<file path="config.mk">
export PLATFORM = sky130hd
export DESIGN_NAME = heartbeat_sequencer
export DESIGN_NICKNAME = d
export VERILOG_FILES = /design/src/rtl/heartbeat_sequencer.sv
export SDC_FILE = /design/constraint.sdc
export NUM_CORES = 1
export LEC_CHECK = 0
export CORE_ASPECT_RATIO = 1.5
export CORE_MARGIN = 2
export CORE_UTILIZATION = 52
export DETAILED_ROUTE_END_ITERATION = 8
export PLACE_DENSITY = 0.74
export SLEW_MARGIN = 20
export SYNTH_ARGS = -nofsm -noshare
export SYNTH_HDL_FRONTEND = slang
export SYNTH_SLANG_ARGS = --single-unit
export TNS_END_PERCENT = 10
</file>
<file path="constraint.sdc">
create_clock -name clk -period 2.4 [get_ports clk]
set_clock_uncertainty 0.05 [all_clocks]
set_input_delay 0.36 -clock clk [delete_from_list [all_inputs] [get_ports clk]]
set_output_delay 0.36 -clock clk [all_outputs]
set_load 0.005 [all_outputs]
</file>
<file path="src/rtl/heartbeat_sequencer.sv">
// heartbeat_sequencer: lub-dub heartbeat animation for the 4-digit seven-segment scan driver.
// Ports: clk, reset (sync, active-high), enable, digit0..digit3 [1:0] codes, beat pulse on P0 entry. Macro: HEARTBEAT_REST_PHASE_EN.
module heartbeat_sequencer #(
  parameter int unsigned TICK_DIV    = 1_388_889,
  parameter int unsigned TICK_W      = 21,
  parameter int unsigned PHASE_TICKS = 1,
  parameter int unsigned REST_TICKS  = 36
) (
  input  logic       clk,
  input  logic       reset,
  input  logic       enable,
  output logic [1:0] digit0,
  output logic [1:0] digit1,
  output logic [1:0] digit2,
  output logic [1:0] digit3,
  output logic       beat
);

  if (TICK_DIV < 1 || PHASE_TICKS < 1 || PHASE_TICKS > 255 ||
      REST_TICKS < 1 || REST_TICKS > 255 ||
      (TICK_W < 32 && (64'(1) << TICK_W) < 64'(TICK_DIV)))
  begin : g_bad_cfg
    $error("heartbeat_sequencer: illegal parameter set");
  end

  typedef enum logic [2:0] {
    S_IDLE,
    S_P0,
    S_P1,
    S_P2,
    S_P3
`ifdef HEARTBEAT_REST_PHASE_EN
    , S_REST
`endif
  } state_t;

  localparam logic [1:0] C_BLANK = 2'd0;
  localparam logic [1:0] C_LEFT  = 2'd1;
  localparam logic [1:0] C_RIGHT = 2'd2;

  localparam logic [TICK_W-1:0] TickLast =
    TICK_W'(TICK_DIV - 1);
  localparam logic [7:0] PhaseLast =
    8'(PHASE_TICKS - 1);
`ifdef HEARTBEAT_REST_PHASE_EN
  localparam logic [7:0] RestLast =
    8'(REST_TICKS - 1);
`endif

  state_t            state_q;
  state_t            state_d;
  logic [TICK_W-1:0] presc_q;
  logic [7:0]        dwell_q;
  logic [7:0]        dwell_last;
  logic              tick;
  logic              expire;

  // {digit3, digit2, digit1, digit0}
  function automatic logic [7:0] pattern(
    input state_t s
  );
    logic [7:0] p;
    p = {4{C_BLANK}};
    unique case (s)
      S_P0:    p = {C_BLANK, C_RIGHT, C_LEFT, C_BLANK};
      S_P1:    p = {C_BLANK, C_LEFT, C_RIGHT, C_BLANK};
      S_P2:    p = {C_RIGHT, C_BLANK, C_BLANK, C_LEFT};
      S_P3:    p = {C_LEFT, C_BLANK, C_BLANK, C_RIGHT};
      default: p = {4{C_BLANK}};
    endcase
    return p;
  endfunction

  always_comb begin
    tick = (presc_q == TickLast);
    dwell_last = PhaseLast;
`ifdef HEARTBEAT_REST_PHASE_EN
    if (state_q == S_REST) dwell_last = RestLast;
`endif
    expire = tick && (dwell_q == dwell_last);
  end

  // Disable wins over any tick-driven move.
  always_comb begin
    state_d = state_q;
    if (!enable) begin
      state_d = S_IDLE;
    end else begin
      unique case (state_q)
        S_IDLE: state_d = S_P0;
        S_P0:   if (expire) state_d = S_P1;
        S_P1:   if (expire) state_d = S_P2;
        S_P2:   if (expire) state_d = S_P3;
`ifdef HEARTBEAT_REST_PHASE_EN
        S_P3:   if (expire) state_d = S_REST;
        S_REST: if (expire) state_d = S_P0;
`else
        S_P3:   if (expire) state_d = S_P0;
`endif
        default: state_d = S_IDLE;
      endcase
    end
  end

  // Outputs are decoded from the next state so they
  // switch in the same cycle as the state register.
  always_ff @(posedge clk) begin
    if (reset) begin
      state_q <= S_IDLE;
      presc_q <= '0;
      dwell_q <= '0;
      digit0  <= C_BLANK;
      digit1  <= C_BLANK;
      digit2  <= C_BLANK;
      digit3  <= C_BLANK;
      beat    <= 1'b0;
    end else begin
      state_q <= state_d;
      {digit3, digit2, digit1, digit0} <= pattern(state_d);
      beat <= (state_d == S_P0) && (state_q != S_P0);
      if (state_d != state_q || state_d == S_IDLE) begin
        presc_q <= '0;
        dwell_q <= '0;
      end else if (tick) begin
        presc_q <= '0;
        dwell_q <= dwell_q + 8'd1;
      end else begin
        presc_q <= presc_q + 1'b1;
      end
    end
  end

endmodule

</file>
==> flow_metrics.py, run 1 <==
metrics = {
    "critical_path": {
        "worstPathArrival_ps": 2500,
        "rr_startpoint": "dwell_q[0]",
        "crit_chain": "inv_1 -> ha_1 -> or4b_1 -> or4_4 -> or4_4 -> a21oi_1",
        "path_class": "reg2reg",
        "setup.worst_path.start": "dwell_q[0]",
        "slowest_delay_ps": 510,
        "cp_max_fo": 3,
        "endpoint": "state_q[2]",
        "slowest_stage": "or4_4",
        "reg2reg_depth": 6,
        "end_kind": "flip-flop",
        "r2r-end": "state_q[2]",
        "required_ps": 2580,
        "start_kind": "flip-flop",
        "r2r_setup_slack_ps": 80,
        "cp_common_cell": "or4_4",
    },
    "placement": {
        "io_buffers": 11,
        "gp_congestion": 0.919,
        "dp_hpwl_um": 3290,
    },
    "synthesis": {
        "ys_ff_latch": 37,
        "synth_cells": 223,
        "syn_area_mm2": 0.00192,
        "yosys-top-cells-area": "dfxtp_1 (39%), a21oi_1 (5.0%), nand4_1 (3.9%)",
        "yosys.area.top_type_share_pct": 38.7,
        "yosys.area.top_type": "dfxtp_1",
        "seq_area_frac_synth_pct": 38.7,
        "yosysWarnings": 0,
        "synth-edff-count": 0,
        "synthArstFlopShare_pct": 0,
        "yosys_most_used_dff": "dfxtp_1",
        "synthDistinctLibCells": 50,
        "synth.avg_cell_area_um2": 8.59,
        "syn-num-nets": 230,
    },
    "timing": {
        "final-hold-violation-count": 0,
        "setup_violations": 0,
        "grt_setup_unrepaired": "false",
        "fmax_ghz": 0.432,
        "max_slew_margin_pct": 60.6,
        "min_period_ps": 2320,
        "drv_slew": 0,
        "fin_crit_sh_pct": 96.6,
        "hold-worst-slack_ps": 430,
        "worst_slew_pin_slew_ps": 585,
        "fin_tns_setup_ps": 0,
    },
    "clock_tree": {
        "clock_latency_ps": 300,
        "cts.sinks": 37,
        "h-tree-depth": 2,
        "clk_pin_slew_worst_paths_ps": 80,
        "cts-hold-fix-buffers": 0,
        "cts_resized": 0,
        "cts_setup_buffers": 0,
        "root_buffer": "clkbuf_8",
        "clock_path_buffers": 2,
        "tritoncts": "done",
        "numCtsBuffers": 5,
    },
    "drt": {
        "viasPerCell": 6.28,
        "routed_wl_um": 4560,
        "vias": 1846,
        "detail-route-antenna-nets": 0,
        "drc": 0,
        "drt_pass1_iterations": 4,
        "wl_per_cell_um": 15.5,
        "dr.first_iter.drc_count": 52,
    },
    "global_route": {
        "grt_max_degree": 15,
        "track_usage_pct": 24.3,
        "grt.overflow.total": 0,
        "grt_pass1_wl_um": 7510,
        "grt_pass1_vias": 1656,
        "antenna_found_initial": 0,
    },
    "worst_hold_path": {
        "hp-start": "presc_q[0]",
        "hold_path.class": "reg2reg",
    },
    "die": {
        "num_rows": 27,
        "ios": 12,
        "start_util_pct": 53.0,
        "fp.dieH_um": 78.3,
        "die_w_um": 53.6,
        "die_area_mm2": 0.00420,
        "core_area_mm2": 0.00361,
    },
    "finish": {
        "area_growth_pct": 18.6,
        "n_antenna_cell": 0,
        "fillers": 316,
        "drive_above_1_share_pct": 14.3,
        "nets": 258,
    },
    "pwr": {
        "peakVddDrop_v": 0.000345,
        "leakagePower_uw": 0.000728,
        "p_per_area_mw_per_mm2": 518,
    },
    "job": {
        "max_cap_viol_count": 0,
    },
    "run_status": {
        "status": "finished clean",
    },
}
## report_power, final
part	internal, uW	switching, uW	leakage [uW]
Combinational	13.6	12.3	0.000375
Clock	302	230	0.0000540
Sequential	617	2.75	0.000299
Total	932	245	0.000728
## stage by stage
step / setup slack (ps) / cells / area (um^2) / power, uW / utilization (%)
6_report: 82.7 / 294 / 2270 / 1180 / 62.9
5_1_grt: 11.1 / 294 / 2270 / 1210 / 62.9
4_1_cts: 61.7 / 294 / 2270 / 1180 / 62.8
3_5_place_dp: 97.2 / 287 / 2160 / 659 / 59.9
3_3_place_gp: 152 / 287 / 2160 / 659 / 59.9
2_1_floorplan: 99.1 / 223 / 1920 / 646 / -
## how the worst min path moves through the flow
stage                 endpoint  slack (ps)  cells past startpoint
detailed placement  presc_q[0]         420                      1
global placement    presc_q[0]         410                      1
global route        presc_q[0]         470                      1
floorplan           presc_q[0]         390                      1
finish              presc_q[0]         430                      1
CTS                 presc_q[0]         430                      1
## sequential cells by signal, indices dropped and copies added (netlist names)
register,cells
beat,1
digit0,1
digit1,1
digit2,1
digit3,1
dwell_q,8
presc_q,21
state_q,3
## synth_stat cells, drive strengths merged (2+ instances only)
cell type,instances
a21oi,19
nor4,4
and3,5
nor2,18
xnor2,6
or4b,4
nor4bb,2
nand4b,2
o211ai,2
a21boi,2
or4,6
o31ai,5
nand4,12
xor2,5
nand3,12
nor3,5
inv,9
o21ai,11
or3,10
buf,6
nor4b,2
nand2,11
and4,3
dfxtp,37
o21a,2
clkbuf,3
o21bai,2
nand2b,2
ha,4
## cells by family after synthesis
logic type / share of synthesized area [%]
AND/OR/NAND/NOR: 33.7
AO/OA/AOI/OAI: 14.7
flip-flops: 38.7
buffers and inverters: 4.77
XOR/XNOR: 5.03
adder cells (fa/ha/maj): 2.61
multiplexers: 0.523
## per-layer routing
layer  wire, um  up-vias  track usage (%)
met5          0        -                0
met1       1820      908             25.4
met3        132       12             5.32
met2       2470       40             43.6
met4        145        0             11.8
li1           -      886                -
## cell type report
class / instances / area [um^2] / area share [%]
clock inverter: 2 / 35.0 / 1.54
multi-input combinational: 168 / 1090 / 47.9
clock buffer: 5 / 68.8 / 3.03
tap: 43 / 53.8 / 2.37
sequential: 37 / 741 / 32.6
inverter: 9 / 33.8 / 1.49
timing repair buffer: 30 / 253 / 11.1
## critical path: cells and delay by family, from the launching register on
kind	cells	cell delay, ps
AOI/OAI and AO/OA	1	160
adders and majority gates	1	170
DFF	1	320
buffers and inverters	1	80
and+or+nand+nor	3	1480
## placed cells by master, fill, tap and decap left out, types with 10 or more instances in the layout
cell / count
buf_4: 19
or3_1: 10
clkdlybuf4s50_1: 11
nand3_1: 11
o21ai_0: 10
nor2_1: 18
nand4_1: 12
dfxtp_1: 37
nand2_1: 11
a21oi_1: 19
Power figures use the tool's default switching activity.
==> run 2: changes to the inputs <==
ABC_CLOCK_PERIOD_IN_PS = 2400   (was unset)
HOLD_SLACK_MARGIN = 0.08   (was unset)
RECOVER_POWER = 50   (was unset)
==> run 2 against run 1 <==
Final cell count unchanged. Global-route usage did not move. Utilization is 0.069 points lower. Via count is 0.92% lower. Cell area is 0.11% lower. Non-clock buffer count unchanged. Sequential share of layout area hardly changed. Largest cell class unchanged. Highest routed layer unchanged.
==> flow_metrics.py, run 2 (synthesized netlist as in run 1, its figures left out) <==
metrics = {
    "drt": {
        "vias": 1829,
        "viasPerCell": 6.22,
        "drt_pass1_iterations": 7,
        "routed_wl_um": 4580,
        "dr.first_iter.drc_count": 57,
        "drc": 0,
        "detail-route-antenna-nets": 0,
        "wl_per_cell_um": 15.6,
    },
    "pwr": {
        "p_per_area_mw_per_mm2": 519,
        "pwr-share-seq_pct": 52.6,
        "p_switching_uw": 247,
        "pwr-share-clk_pct": 45.3,
        "power_switching_share_pct": 21.0,
        "intPower_uw": 931,
        "power_frac_comb_pct": 2.1,
        "peakVddDrop_v": 0.000349,
        "leakagePower_uw": 0.000755,
    },
    "timing": {
        "max_slew_margin_pct": 60.6,
        "drv_slew": 0,
        "grt_setup_unrepaired": "false",
        "min_period_ps": 2320,
        "fmax_ghz": 0.431,
        "worst_slew_pin_slew_ps": 585,
        "setup_violations": 0,
        "fin_tns_setup_ps": 0,
        "hold-worst-slack_ps": 431,
        "fin_crit_sh_pct": 96.6,
        "final-hold-violation-count": 0,
    },
    "finish": {
        "nets": 258,
        "reg.largest.list": "presc_q: 21 flops, dwell_q: 8 flops, state_q: 3 flops",
        "n_antenna_cell": 0,
        "drive_above_1_share_pct": 14.3,
        "area_growth_pct": 18.5,
        "largest_reg_flops": 21,
        "fin_area_mm2": 0.00227,
        "regMostFlops": "presc_q",
        "final_cell_mix": "dfxtp_1 (37), a21oi_1 (19), nor2_1 (18), buf_4 (18), nand4_1 (12)",
        "layout_commonest_cell": "dfxtp_1",
    },
    "die": {
        "fp.dieH_um": 78.3,
        "die_area_mm2": 0.00420,
        "start_util_pct": 53.0,
        "num_rows": 27,
        "ios": 12,
        "core_area_mm2": 0.00361,
        "die_w_um": 53.6,
    },
    "clock_tree": {
        "cts.sinks": 37,
        "root_buffer": "clkbuf_8",
        "tritoncts": "done",
        "numCtsBuffers": 5,
        "clock_latency_ps": 300,
        "cts-hold-fix-buffers": 0,
        "clock_path_buffers": 2,
        "clk_pin_slew_worst_paths_ps": 80,
        "h-tree-depth": 2,
    },
    "critical_path": {
        "rr_startpoint": "dwell_q[0]",
        "cp_common_cell": "or4_4",
        "start_kind": "flip-flop",
        "slowest_stage": "or4_4",
        "reg2reg_depth": 6,
        "path_class": "reg2reg",
        "setup.worst_path.start": "dwell_q[0]",
        "path_delay_family": "simple AND/OR/NAND/NOR gates",
        "slowest_delay_ps": 510,
        "r2r-end": "state_q[2]",
        "cp_max_fo": 3,
        "required_ps": 2580,
        "end_kind": "flip-flop",
        "worstPathArrival_ps": 2500,
        "critPathBufInv": 1,
        "r2r_setup_slack_ps": 80,
        "cp.depth": 6,
        "crit_chain": "inv_1 -> ha_1 -> or4b_1 -> or4_4 -> or4_4 -> a21oi_1",
        "endpoint": "state_q[2]",
    },
    "global_route": {
        "grt_pass1_vias": 1656,
        "track_usage_pct": 24.3,
        "antenna_found_initial": 0,
        "grt_pass1_wl_um": 7510,
        "grt_max_degree": 15,
        "grt.overflow.total": 0,
    },
    "placement": {
        "io_buffers": 11,
        "placed_cell_area_mm2": 0.00216,
        "dp_hpwl_um": 3290,
        "gp_congestion": 0.919,
    },
    "worst_hold_path": {
        "hold_path.class": "reg2reg",
        "hp-start": "presc_q[0]",
    },
    "run_status": {
        "status": "finished clean",
    },
    "job": {
        "max_cap_viol_count": 0,
    },
}
[run 2: changes by cell type in the layout (fill, tap and decap cells not counted), sizes merged]
cell	delta
clkdlybuf4s50	-9
dlygate4sd3	+9
buf	-1
clkbuf	+1
[run 2: power groups by stage]
stage,registers (uW),logic [uW],clock network (uW)
after floorplan,633,13.2,0
after global placement,634,25.6,0
after detailed placement,634,25.5,0
after CTS,619,26.1,537
after global routing,619,27.1,559
final,619,24.6,534
[run 2: per-stage QoR]
stage	utilization (%)	instances	setup WS (ps)	power, uW
2_1_floorplan	-	223	99.1	646
3_3_place_gp	59.9	287	152	659
3_5_place_dp	59.9	287	97.2	659
4_1_cts	62.8	294	61.7	1180
5_1_grt	62.8	294	11.1	1210
6_report	62.8	294	81.8	1180
[run 2: worst min path at each step]
stage | to | cells past startpoint
2_1_floorplan | presc_q[0] | 1
6_report | presc_q[0] | 1
3_3_place_gp | presc_q[0] | 1
5_1_grt | presc_q[0] | 1
3_5_place_dp | presc_q[0] | 1
4_1_cts | presc_q[0] | 1
[run 2: per-layer routing]
metal / up-vias / track usage, % / part of all wire (%)
met2: 38 / 43.6 / 54
met5: - / 0 / 0
li1: 885 / - / -
met4: 0 / 11.8 / 3.2
met3: 12 / 5.32 / 2.4
met1: 894 / 25.4 / 40
[run 2: final cells by class]
cell class	count	area (um^2)
sequential	37	741
fill	315	1350
clock inverter	2	35.0
tap	43	53.8
inverter	9	33.8
clock buffer	5	68.8
timing repair buffer	30	250
multi-input combinational	168	1090
[run 2: timing repair]
action,in CTS,in global routing
buffers inserted,0,0
gates resized for setup,0,1
setup endpoints to repair,0,1
